--- config.mk ---
export PLATFORM = sky130hd
export DESIGN_NAME = serial_add_ctrl
export DESIGN_NICKNAME = d
export VERILOG_FILES = /design/src/rtl/serial_add_ctrl_pkg.sv /design/src/rtl/serial_add_ctrl_fulladder.sv /design/src/rtl/serial_add_ctrl.sv
export SDC_FILE = /design/constraint.sdc
export NUM_CORES = 1
export LEC_CHECK = 0
export CAP_MARGIN = 20
export CORE_MARGIN = 10
export CORE_UTILIZATION = 49
export CTS_BUF_LIST = sky130_fd_sc_hd__clkbuf_16
export DETAILED_ROUTE_END_ITERATION = 10
export GPL_TIMING_DRIVEN = 0
export PLACE_DENSITY = 0.78
export SETUP_SLACK_MARGIN = 0.3
export SLEW_MARGIN = 10
export SYNTH_ARGS = -nofsm -noshare
export SYNTH_HDL_FRONTEND = slang
export SYNTH_SLANG_ARGS = --single-unit
--- constraint.sdc ---
create_clock -name clk -period 1.8 [get_ports clk]
set_input_delay 0.18 -clock clk [delete_from_list [all_inputs] [get_ports clk]]
set_output_delay 0.18 -clock clk [all_outputs]
set_load 0.05 [all_outputs]
--- src/rtl/serial_add_ctrl_pkg.sv ---
// Shared definitions for the bit-serial adder controller: FSM state encoding.
package serial_add_ctrl_pkg;

  localparam int unsigned STATE_W = 2;

  typedef enum logic [STATE_W-1:0] {
    S_IDLE = 2'd0,
    S_RUN  = 2'd1,
    S_DONE = 2'd2
  } state_e;

endpackage

--- src/rtl/serial_add_ctrl_fulladder.sv ---
// Single-bit full adder cell shared by the serial adder datapath.
module fulladder (
  input  logic x,
  input  logic y,
  input  logic cin,
  output logic A,
  output logic cout
);

  assign A    = x ^ y ^ cin;
  assign cout = (x & y) | (cin & (x ^ y));

endmodule

--- src/rtl/serial_add_ctrl.sv ---
// Bit-serial adder controller: drives one fulladder over WIDTH cycles, LSB first,
// behind a start/done handshake. {cout,sum} = a + b + cin.
module serial_add_ctrl
  import serial_add_ctrl_pkg::*;
#(
  parameter int unsigned WIDTH = 8
) (
  input  logic             clk,
  input  logic             rst,
  input  logic             start,
  input  logic [WIDTH-1:0] a,
  input  logic [WIDTH-1:0] b,
  input  logic             cin,
  output logic             busy,
  output logic             done,
  output logic [WIDTH-1:0] sum,
  output logic             cout
);

  localparam int unsigned CNT_W = $clog2(WIDTH);
  localparam logic [CNT_W-1:0] LAST = CNT_W'(WIDTH - 1);

  state_e           state_q;
  logic [WIDTH-1:0] sa_q;
  logic [WIDTH-1:0] sb_q;
  logic             carry_q;
  logic [CNT_W-1:0] cnt_q;
  logic [WIDTH-1:0] sum_q;
  logic             cout_q;
  logic             busy_q;
  logic             done_q;

  logic             fa_sum;
  logic             fa_cout;
  logic             accept;

  fulladder u_fa (
    .x    (sa_q[0]),
    .y    (sb_q[0]),
    .cin  (carry_q),
    .A    (fa_sum),
    .cout (fa_cout)
  );

  // A request is only honoured when no addition is in flight.
  assign accept = start && ((state_q == S_IDLE) || (state_q == S_DONE));

  always_ff @(posedge clk or posedge rst) begin
    if (rst) begin
      state_q <= S_IDLE;
      sa_q    <= '0;
      sb_q    <= '0;
      carry_q <= 1'b0;
      cnt_q   <= '0;
      sum_q   <= '0;
      cout_q  <= 1'b0;
      busy_q  <= 1'b0;
      done_q  <= 1'b0;
    end else begin
      done_q <= 1'b0;
      if (accept) begin
        state_q <= S_RUN;
        sa_q    <= a;
        sb_q    <= b;
        carry_q <= cin;
        cnt_q   <= '0;
        sum_q   <= '0;
        cout_q  <= 1'b0;
        busy_q  <= 1'b1;
      end else begin
        case (state_q)
          S_IDLE: begin
            busy_q <= 1'b0;
          end
          S_RUN: begin
            sa_q    <= sa_q >> 1;
            sb_q    <= sb_q >> 1;
            carry_q <= fa_cout;
            // New bits enter at the MSB so bit i settles at sum[i] after WIDTH shifts.
            sum_q   <= {fa_sum, sum_q[WIDTH-1:1]};
            if (cnt_q == LAST) begin
              cout_q  <= fa_cout;
              state_q <= S_DONE;
              busy_q  <= 1'b0;
              done_q  <= 1'b1;
            end else begin
              cnt_q <= cnt_q + 1'b1;
            end
          end
          S_DONE: begin
            state_q <= S_IDLE;
          end
          default: begin
            state_q <= S_IDLE;
            busy_q  <= 1'b0;
          end
        endcase
      end
    end
  end

  assign busy = busy_q;
  assign done = done_q;
  assign sum  = sum_q;
  assign cout = cout_q;

endmodule
==> run metrics <==
final-report setup violation count 0; number of diodes 0; peak fanout along the critical path 6; Clk Latency, worst-skew pair 0.28 ns; Syn Inst Count 129; number of search-and-repair iterations in the first detailed-routing pass 4; count of H-tree levels built during CTS 2; Layout Nets 191; clock sink total 33; largest delay contributor family on the critical path simple AND/OR/NAND/NOR gates; worst path required time 1.96 ns; fillcell total 200; count of yosys warnings during synthesis 0; time the worst path needs with I/O delays and setup 1.44 ns; cell area after technology mapping 0.00143 mm^2; unrepaired setup endpoints after global routing yes; number of enable-type register cells in the synthesized netlist 0; CTS tree built; Crit path buffers/inverters 0; Max Freq 692 MHz; Slowest-stage cell, CP sky130_fd_sc_hd__or3b_4; mean cell area of the mapped netlist 11.1 um^2; IR drop worst, VDD 1.59 mV; top cell type by total area after synthesis sky130_fd_sc_hd__dfrtp_1; Final Skew 0.00430 ns; critical-path cell list ha_2 -> ha_4 -> or3b_4 -> nand3_1 -> nand2_1; highest cell delay on the worst timing path 0.42 ns; final cycle utilization of the critical path 0.802; startpoint class of the critical path flop; number of global-route vias before repair 1,138; routed via count divided by cell count 5.55; Seq/Total Area, Yosys 0.579; violation count after the first detailed-route iteration 56; top-area cell type share of the netlist area 0.579; number of synthesized register bits 33; routed vias 1,109; routed wire length 3100 um; Max-slew headroom 0.563; count of endpoints failing hold in the final timing report 0; post-detailed-route DRC marker count 0; PortBufs 30; top-count cell post-synth sky130_fd_sc_hd__dfrtp_1; crit path capture type flop; hpwl dp 2320 um; list of most frequent post-synthesis cells sky130_fd_sc_hd__dfrtp_1 (33), sky130_fd_sc_hd__inv_1 (18), sky130_fd_sc_hd__a21oi_1 (15), sky130_fd_sc_hd__o22ai_1 (13), sky130_fd_sc_hd__a22o_1 (10); height of the die 74.0 um; number of max-cap violations 0; post-detailed-route wirelength per cell 15.5 um; leakage power 0.983 nW; clock root buffer sky130_fd_sc_hd__clkbuf_16; smallest hold slack 0.293 ns; clock transition at the registers of the reported paths 0.05 ns; power density over the cells 1970 mW/mm^2; Die Footprint 0.00547 mm^2; wire length of the first global-routing pass 5240 um; multi-input combinational cell area 498 um^2; worst-case clock buffer depth 2; Slew Limit Fails 0; proportion of register bits with asynchronous set or reset after synthesis 1.00; CTS Hold Buffers Added 0; Cell variety after synth 26; main flop type after synthesis sky130_fd_sc_hd__dfrtp_1; fraction of final layout cells sized beyond drive strength 1 0.142; total gr overflow 0; TritonCTS buffer count 5; top-level port count 31; Routed Antenna Nets 0; result of the run finished, final reports clean; register cell area after layout 826 um^2; total negative slack for setup checks 0 ns; global placer's final weighted congestion 0.812; effective utilization at floorplan 0.513; kind of path behind the tightest hold check in -> async; initial antenna violation count 0; syn_nets 152; post-route cell area 0.00200 mm^2; Least-Margin Pin Slew 0.655 ns; area delta synth->final 40.2%; Placed Instance Area 0.00179 mm^2; Total Routing Usage GR 0.123; placeable core region 0.00278 mm^2; largest net degree at the start of global routing 20; cell types with the largest area share after synthesis sky130_fd_sc_hd__dfrtp_1 (58%), sky130_fd_sc_hd__a22o_1 (6.1%), sky130_fd_sc_hd__o22ai_1 (5.7%), sky130_fd_sc_hd__a21oi_1 (5.3%), sky130_fd_sc_hd__inv_1 (4.7%); num rows 19; type of the worst setup path reg -> reg; arrival time of the worst setup path 1.61 ns; DIE WIDTH 74.0 um
worst register-to-register path: stages (launching register included):
cell and delay (ns):
sky130_fd_sc_hd__dfrtp_1 0.39, sky130_fd_sc_hd__ha_2 0.20, sky130_fd_sc_hd__ha_4 0.17, sky130_fd_sc_hd__or3b_4 0.42
sky130_fd_sc_hd__nand3_1 0.09, sky130_fd_sc_hd__nand2_1 0.05
layout by cell type (no fill, tap or decap), types with 4 or more instances in the layout:
cell	instances
sky130_fd_sc_hd__a22o_1	10
sky130_fd_sc_hd__o22ai_1	13
sky130_fd_sc_hd__a21oi_1	15
sky130_fd_sc_hd__dfrtp_1	33
sky130_fd_sc_hd__dlygate4sd2_1	11
sky130_fd_sc_hd__buf_2	4
sky130_fd_sc_hd__inv_1	18
sky130_fd_sc_hd__clkdlybuf4s50_1	19
sky130_fd_sc_hd__nand2_1	4
sky130_fd_sc_hd__clkbuf_16	5
registers in the layout, summed over array words and instances, names as in the netlist:
| signal | cells |
|---|---|
| carry_q | 1 |
| sa_q | 8 |
| cout | 1 |
| cnt_q | 3 |
| busy | 1 |
| sb_q | 8 |
| state_q | 2 |
| done | 1 |
| sum | 8 |
worst paths after layout:
| kind | start | to | slack, ns | cells after the start |
|---|---|---|---|---|
| setup reg to reg | cnt_q[1] | cnt_q[2] | 0.36 | 5 |
| setup / recovery | cnt_q[1] | cnt_q[2] | 0.36 | 5 |
| min in group clk | sum[0] | sum[0] | 0.50 | 1 |
| max in group asynchronous | rst | state_q[0] | 0.99 | 3 |
| hold / removal | rst | sum[1] | 0.29 | 2 |
| hold reg to reg | sum[0] | sum[0] | 0.50 | 1 |
report_power, final:
part           internal [mW]  switching [mW]
clock                  0.789           0.296
sequential              1.07           0.200
combinational          0.626           0.952
kinds of logic (layout without fill, tap and decap cells):
group,after synthesis,count (layout),synth area share
fa+ha+maj,3,3,0.0316
compound gates,45,45,0.209
flops,33,33,0.579
simple gates,20,20,0.0789
buf+inv,26,66,0.0877
mux,2,2,0.0140
per-stage QoR:
stage	utilization	instances	worst slack [ns]	power, mW
2_1_floorplan	-	129	0.371	2.40
3_3_place_gp	0.635	190	0.180	2.80
3_5_place_dp	0.645	191	0.139	2.88
4_1_cts	0.709	199	0.336	3.92
5_1_grt	0.719	200	0.288	4.17
6_report	0.719	200	0.356	3.93
per-layer routing:
layer | track usage | routed length (um)
met1 | 0.140 | 1280
met2 | 0.198 | 1540
met3 | 0.0426 | 222
met4 | 0.0683 | 55
met5 | 0 | 0
what timing repair did:
action | in CTS | in global routing
buffers inserted | 0 | 1
resized for setup | 12 | 4
pin swaps | 0 | 2
endpoints found under the setup margin | 13 | 9
area by class of cell:
cell class                      count  area share
Multi-Input combinational cell     70       0.249
Buffer                              8      0.0288
Inverter                           18      0.0338
Sequential cell                    33       0.413
Clock buffer                        5      0.0626
Timing Repair Buffer               32       0.161
Clock inverter                      3      0.0325
Tap cell                           31      0.0194
Power figures use the tool's default switching activity.
